`src/rtl/riscv_mcycle_controller_pkg.sv`:
```
// Shared encodings for the multicycle RISC-V controller: FSM states, datapath
// select codes, opcodes and the ALU operation codes.
package riscv_mcycle_controller_pkg;

  typedef enum logic [3:0] {
    S_FETCH,
    S_DECODE,
    S_MEMADR,
    S_MEMREAD,
    S_MEMWB,
    S_MEMWRITE,
    S_EXECR,
    S_EXECI,
    S_ALUWB,
    S_BRANCH,
    S_JAL,
    S_ILLEGAL
  } state_t;

  typedef enum logic [1:0] {
    ALU_CLASS_ADD,
    ALU_CLASS_SUB,
    ALU_CLASS_FUNCT_R,
    ALU_CLASS_FUNCT_I
  } alu_class_t;

  localparam logic       ADR_PC       = 1'b0;
  localparam logic       ADR_RESULT   = 1'b1;

  localparam logic [1:0] SRC_A_PC     = 2'b00;
  localparam logic [1:0] SRC_A_OLDPC  = 2'b01;
  localparam logic [1:0] SRC_A_RD1    = 2'b10;

  localparam logic [1:0] SRC_B_RD2    = 2'b00;
  localparam logic [1:0] SRC_B_IMM    = 2'b01;
  localparam logic [1:0] SRC_B_FOUR   = 2'b10;

  localparam logic [1:0] RES_ALUOUT   = 2'b00;
  localparam logic [1:0] RES_RDATA    = 2'b01;
  localparam logic [1:0] RES_ALU      = 2'b10;

  localparam logic [1:0] IMM_I        = 2'b00;
  localparam logic [1:0] IMM_S        = 2'b01;
  localparam logic [1:0] IMM_B        = 2'b10;
  localparam logic [1:0] IMM_J        = 2'b11;

  localparam logic [6:0] OP_LW        = 7'b0000011;
  localparam logic [6:0] OP_SW        = 7'b0100011;
  localparam logic [6:0] OP_RTYPE     = 7'b0110011;
  localparam logic [6:0] OP_ITYPE     = 7'b0010011;
  localparam logic [6:0] OP_BRANCH    = 7'b1100011;
  localparam logic [6:0] OP_JAL       = 7'b1101111;

  localparam logic [2:0] F3_BEQ       = 3'b000;
  localparam logic [2:0] F3_BNE       = 3'b001;
  localparam logic [2:0] F3_BLT       = 3'b100;
  localparam logic [2:0] F3_BGE       = 3'b101;
  localparam logic [2:0] F3_BLTU      = 3'b110;
  localparam logic [2:0] F3_BGEU      = 3'b111;

  localparam logic [3:0] ALU_OP_ADD   = 4'b0000;
  localparam logic [3:0] ALU_OP_SUB   = 4'b0001;
  localparam logic [3:0] ALU_OP_AND   = 4'b0010;
  localparam logic [3:0] ALU_OP_OR    = 4'b0011;
  localparam logic [3:0] ALU_OP_XOR   = 4'b0100;
  localparam logic [3:0] ALU_OP_SLL   = 4'b0101;
  localparam logic [3:0] ALU_OP_SRL   = 4'b0110;
  localparam logic [3:0] ALU_OP_SRA   = 4'b0111;
  localparam logic [3:0] ALU_OP_SLT   = 4'b1000;
  localparam logic [3:0] ALU_OP_SLTU  = 4'b1001;

endpackage

```
`src/rtl/riscv_mcycle_controller_alu_dec.sv`:
```
// ALU operation decoder: maps the state's ALU class plus funct3/funct7[5]
// onto an ALU op code.
module mcyc_alu_dec
  import riscv_mcycle_controller_pkg::*;
(
  input  alu_class_t alu_class,
  input  logic [2:0] funct3,
  input  logic       funct7_5,
  output logic [3:0] alu_ctrl
);

  // funct7[5] selects sub only for R-type; for both classes it picks sra over srl.
  always_comb begin
    alu_ctrl = ALU_OP_ADD;
    case (alu_class)
      ALU_CLASS_ADD: alu_ctrl = ALU_OP_ADD;
      ALU_CLASS_SUB: alu_ctrl = ALU_OP_SUB;
      default: begin
        case (funct3)
          3'b000:  alu_ctrl = (alu_class == ALU_CLASS_FUNCT_R && funct7_5) ? ALU_OP_SUB : ALU_OP_ADD;
          3'b001:  alu_ctrl = ALU_OP_SLL;
          3'b010:  alu_ctrl = ALU_OP_SLT;
          3'b011:  alu_ctrl = ALU_OP_SLTU;
          3'b100:  alu_ctrl = ALU_OP_XOR;
          3'b101:  alu_ctrl = funct7_5 ? ALU_OP_SRA : ALU_OP_SRL;
          3'b110:  alu_ctrl = ALU_OP_OR;
          default: alu_ctrl = ALU_OP_AND;
        endcase
      end
    endcase
  end

endmodule

```
`src/rtl/riscv_mcycle_controller.sv`:
```
// Multicycle RISC-V control FSM: sequences fetch/decode/execute/memory/writeback
// for a shared-ALU, single-memory datapath with a memory-ready handshake.
module riscv_mcycle_controller
  import riscv_mcycle_controller_pkg::*;
#(
  parameter bit HALT_ON_ILLEGAL = 1'b1
) (
  input  logic        clk,
  input  logic        rst_n,
  input  logic [31:0] instr,
  input  logic [3:0]  alu_flags,
  input  logic        mem_ready,
  output logic        pc_we,
  output logic        adr_src,
  output logic        mem_we,
  output logic        ir_we,
  output logic        reg_we,
  output logic [1:0]  alu_src_a,
  output logic [1:0]  alu_src_b,
  output logic [1:0]  res_src,
  output logic [1:0]  imm_src,
  output logic [3:0]  alu_ctrl,
  output logic        illegal
);

  state_t     state, state_next;
  alu_class_t alu_class;
  logic [6:0] opcode;
  logic [2:0] funct3;
  logic       funct7_5;
  logic       flag_n, flag_z, flag_c, flag_v;
  logic       branch_taken;
  logic       pc_we_int, mem_we_int, ir_we_int, reg_we_int, illegal_int;
  logic       unused_instr;

  assign opcode   = instr[6:0];
  assign funct3   = instr[14:12];
  assign funct7_5 = instr[30];
  assign {flag_n, flag_z, flag_c, flag_v} = alu_flags;
  assign unused_instr = ^{instr[31], instr[29:15], instr[11:7]};

  always_comb begin
    case (funct3)
      F3_BEQ:  branch_taken = flag_z;
      F3_BNE:  branch_taken = !flag_z;
      F3_BLT:  branch_taken = flag_n ^ flag_v;
      F3_BGE:  branch_taken = !(flag_n ^ flag_v);
      F3_BLTU: branch_taken = !flag_c;
      F3_BGEU: branch_taken = flag_c;
      default: branch_taken = 1'b0;
    endcase
  end

  always_ff @(posedge clk or negedge rst_n) begin
    if (!rst_n) state <= S_FETCH;
    else        state <= state_next;
  end

  always_comb begin
    state_next = state;
    case (state)
      S_FETCH:    if (mem_ready) state_next = S_DECODE;
      S_DECODE: begin
        case (opcode)
          OP_LW, OP_SW: state_next = S_MEMADR;
          OP_RTYPE:     state_next = S_EXECR;
          OP_ITYPE:     state_next = S_EXECI;
          OP_BRANCH:    state_next = S_BRANCH;
          OP_JAL:       state_next = S_JAL;
          default:      state_next = HALT_ON_ILLEGAL ? S_ILLEGAL : S_FETCH;
        endcase
      end
      S_MEMADR:   state_next = (opcode == OP_SW) ? S_MEMWRITE : S_MEMREAD;
      S_MEMREAD:  if (mem_ready) state_next = S_MEMWB;
      S_MEMWB:    state_next = S_FETCH;
      S_MEMWRITE: if (mem_ready) state_next = S_FETCH;
      S_EXECR:    state_next = S_ALUWB;
      S_EXECI:    state_next = S_ALUWB;
      S_ALUWB:    state_next = S_FETCH;
      S_BRANCH:   state_next = S_FETCH;
      S_JAL:      state_next = S_ALUWB;
      S_ILLEGAL:  state_next = S_ILLEGAL;
      default:    state_next = S_FETCH;
    endcase
  end

  // Don't-care selects default to zero so the outputs stay deterministic.
  always_comb begin
    pc_we_int   = 1'b0;
    mem_we_int  = 1'b0;
    ir_we_int   = 1'b0;
    reg_we_int  = 1'b0;
    illegal_int = 1'b0;
    adr_src     = ADR_PC;
    alu_src_a   = SRC_A_PC;
    alu_src_b   = SRC_B_RD2;
    res_src     = RES_ALUOUT;
    imm_src     = IMM_I;
    alu_class   = ALU_CLASS_ADD;
    case (state)
      S_FETCH: begin
        adr_src   = ADR_PC;
        alu_src_a = SRC_A_PC;
        alu_src_b = SRC_B_FOUR;
        res_src   = RES_ALU;
        ir_we_int = mem_ready;
        pc_we_int = mem_ready;
      end
      S_DECODE: begin
        alu_src_a = SRC_A_OLDPC;
        alu_src_b = SRC_B_IMM;
        imm_src   = (opcode == OP_JAL) ? IMM_J : IMM_B;
      end
      S_MEMADR: begin
        alu_src_a = SRC_A_RD1;
        alu_src_b = SRC_B_IMM;
        imm_src   = (opcode == OP_SW) ? IMM_S : IMM_I;
      end
      S_MEMREAD: begin
        adr_src = ADR_RESULT;
        res_src = RES_ALUOUT;
      end
      S_MEMWB: begin
        res_src    = RES_RDATA;
        reg_we_int = 1'b1;
      end
      S_MEMWRITE: begin
        adr_src    = ADR_RESULT;
        res_src    = RES_ALUOUT;
        mem_we_int = 1'b1;
      end
      S_EXECR: begin
        alu_src_a = SRC_A_RD1;
        alu_src_b = SRC_B_RD2;
        alu_class = ALU_CLASS_FUNCT_R;
      end
      S_EXECI: begin
        alu_src_a = SRC_A_RD1;
        alu_src_b = SRC_B_IMM;
        imm_src   = IMM_I;
        alu_class = ALU_CLASS_FUNCT_I;
      end
      S_ALUWB: begin
        res_src    = RES_ALUOUT;
        reg_we_int = 1'b1;
      end
      S_BRANCH: begin
        alu_src_a = SRC_A_RD1;
        alu_src_b = SRC_B_RD2;
        alu_class = ALU_CLASS_SUB;
        res_src   = RES_ALUOUT;
        imm_src   = IMM_B;
        pc_we_int = branch_taken;
      end
      S_JAL: begin
        alu_src_a = SRC_A_OLDPC;
        alu_src_b = SRC_B_FOUR;
        res_src   = RES_ALUOUT;
        pc_we_int = 1'b1;
      end
      S_ILLEGAL:  illegal_int = 1'b1;
      default: ;
    endcase
  end

  // Enables are masked by reset so an abandoned access stops at once.
  assign pc_we   = pc_we_int   & rst_n;
  assign mem_we  = mem_we_int  & rst_n;
  assign ir_we   = ir_we_int   & rst_n;
  assign reg_we  = reg_we_int  & rst_n;
  assign illegal = illegal_int & rst_n;

  mcyc_alu_dec u_alu_dec (
    .alu_class (alu_class),
    .funct3    (funct3),
    .funct7_5  (funct7_5),
    .alu_ctrl  (alu_ctrl)
  );

endmodule

```
`config.mk`:
```
export PLATFORM = sky130hd
export DESIGN_NAME = riscv_mcycle_controller
export DESIGN_NICKNAME = d
export VERILOG_FILES = /design/src/rtl/riscv_mcycle_controller_pkg.sv /design/src/rtl/riscv_mcycle_controller_alu_dec.sv /design/src/rtl/riscv_mcycle_controller.sv
export SDC_FILE = /design/constraint.sdc
export NUM_CORES = 1
export LEC_CHECK = 0
export BUFFER_PORTS_ARGS = -buffer_cell sky130_fd_sc_hd__buf_4
export CORE_ASPECT_RATIO = 1.25
export CORE_MARGIN = 2
export CORE_UTILIZATION = 42
export DETAILED_ROUTE_END_ITERATION = 10
export PLACE_DENSITY = 0.86
export REMOVE_ABC_BUFFERS = 1
export SLEW_MARGIN = 20
export SYNTH_ARGS = -nofsm -noshare
export SYNTH_HDL_FRONTEND = slang
export SYNTH_SLANG_ARGS = --single-unit
```
`constraint.sdc`:
```
create_clock -name clk -period 1.9 [get_ports clk]
set_clock_uncertainty 0.1 [all_clocks]
set_input_delay 0.38 -clock clk [delete_from_list [all_inputs] [get_ports clk]]
set_output_delay 0.38 -clock clk [all_outputs]
set_load 0.02 [all_outputs]
```
==> results.json <==
{
  "io_pins": 57,
  "avgSynthCellArea_sq_um": 7.297,
  "hpwlAfterDp_um": 1524,
  "cap_violations": 0,
  "outcome": "completed",
  "p_leak_uw": 0.0005219,
  "cts_buffers": 3,
  "worst_hold_slack_ps": 427.4,
  "diodes": 0,
  "synthCells": 101,
  "cts_root_buf": "clkbuf_4",
  "htreeDepth": 1,
  "placementRows": 16,
  "port_buffers": 35,
  "required_ps": 1420,
  "cp-start-kind": "flop",
  "largestRegisters": "state (4)",
  "synth_seq_cells": 4,
  "rsz0062_at_grt": "true",
  "clk_latency_ps": 250,
  "path_class": "reg -> out",
  "grt.total_usage_pct": 21.65,
  "grt_pass1_wl_um": 3588,
  "dieHeight_um": 50.84,
  "worst_slew_pin_slew_ps": 288.3,
  "maxSlewViolCount": 0,
  "final_util_pct": 71.09,
  "clk_pin_slew_ps": 40,
  "ys_seq_area_share_pct": 13.58,
  "antenna_found_initial": 0,
  "grt_pass1_vias": 842,
  "finalSetupViolCount": 0,
  "drive_gt1_share_pct": 47.55,
  "place.gp.congestion": 0.8198,
  "nets": 184,
  "start_util_pct": 46.02,
  "firstDrtPassIters": 4,
  "clock.fmax_mhz": 530.8,
  "routedWlPerCell_um": 14.17,
  "synth.cell_area_sq_um": 737.0,
  "grt_max_degree": 21,
  "cp.arrival_ps": 1400,
  "relSlewSlack_pct": 80.78,
  "cts_tree": "done",
  "period_share_pct": 99.16,
  "mostFrequentLayoutCell": "buf_4",
  "vdd_drop_max_uv": 924.7,
  "cts.sinks": 4,
  "async_reset_ff_share_pct": 100.0,
  "vias": 933,
  "fin_crit_ps": 1884,
  "fp.dieW_um": 41.47,
  "ys.flop_type": "dfrtp_1",
  "finalHoldViolations": 0,
  "endpoint_kind": "output pin",
  "powerDensity_nw_per_um2": 1410,
  "cp_max_fo": 4,
  "ant_nets": 0,
  "yosys.cell_types.count": 43,
  "drc": 0,
  "drt_iter0_drc": 14,
  "min_path_type": "in -> reg",
  "clock_path_buffers": 2,
  "top_register": "state",
  "mostFrequentLayoutCells": "buf_4, nor2_1, a21oi_1, o21ai_0",
  "largest_reg_flops": 4,
  "synth_edf_count": 0,
  "grt_overflow_total": 0,
  "dieArea_sq_um": 2108,
  "via_per_inst": 5.795,
  "area_growth_pct": 54.50,
  "coreArea_sq_um": 1602,
  "wl_um": 2282,
  "yosys_warnings": 0
}
==> power by group <==
group	internal, uW	total [uW]	leakage (uW)	switching (uW)
registers	127	189	0.0000484	61.4
clock network	71.2	115	0.0000138	43.4
logic	622	1300	0.000460	680
==> routing by layer <==
| metal | vias up | wire (um) | global-route usage [%] |
|---|---|---|---|
| li1 | 463 | - | - |
| met1 | 431 | 955 | 24.30 |
| met2 | 35 | 1161 | 39.06 |
| met3 | 4 | 127 | 3.180 |
| met4 | 0 | 38 | 11.29 |
| met5 | - | 0 | 0 |
==> cell families (layout without fill, tap and decap cells) <==
| family | after synthesis | in the layout | synth area share (%) |
|---|---|---|---|
| flip-flops | 4 | 4 | 13.58 |
| AO/OA/AOI/OAI | 30 | 30 | 28.18 |
| AND/OR/NAND/NOR | 49 | 49 | 40.41 |
| buffers and inverters | 12 | 54 | 9.676 |
| XOR/XNOR | 6 | 6 | 8.151 |
==> cell usage after synthesis (3+ instances only) <==
cell type  instances  area, sq um
nor2_1            14        52.55
xnor2_1            3        26.28
buf_4              4        30.03
nand2_1            5        18.77
nor3_1             4        20.02
buf_2              3        15.01
and3_1             4        25.02
dfrtp_1            4        100.1
o21ai_0            9        45.04
a21oi_1            7        35.03
inv_1              4        15.01
==> area by class of cell <==
type,count,area [sq um]
Multi-Input combinational cell,85,601.8
Timing Repair Buffer,47,374.1
Clock buffer,3,22.52
Tap cell,18,22.52
Inverter,4,15.01
Sequential cell,4,102.6
Fill cell,136,462.9
==> worst max-delay path: stages, from the launching register on <==
cell and delay (ps):
dfrtp_1 400, and2b_1 250, buf_6 120, o311ai_2 80
o21ai_1 140, buf_4 160
==> final timing paths <==
kind                               start  slack, ps  cells after the start       end
worst max-delay path            state[1]         20                      5     pc_we
worst min-delay path            instr[0]        430                      3  state[3]
worst max register to register  state[1]        460                      6  state[2]
worst min register to register  state[2]        610                      2  state[1]
max in group asynchronous          rst_n       1060                      2  state[3]
min in group asynchronous          rst_n        450                      2  state[1]
==> per-stage QoR <==
stage               worst slack (ps)  cells  total power, uW  TNS (ps)  cell area (sq um)
global placement               162.8    151             1252         0               1003
global route                  -52.06    161             1728    -175.2               1139
CTS                            2.002    156             1424         0               1050
finish                         15.99    161             1605         0               1139
detailed placement             149.0    151             1270         0               1003
floorplan                     -131.4     93            856.2    -554.7              680.7
==> timing repair <==
item	CTS	global route
pin swaps	0	4
setup buffers	1	5
resized for setup	4	19
hold buffers	1	0
endpoints found under the setup margin	9	13
endpoints found under the hold margin	4	0
(Power assumes the default switching activity.)
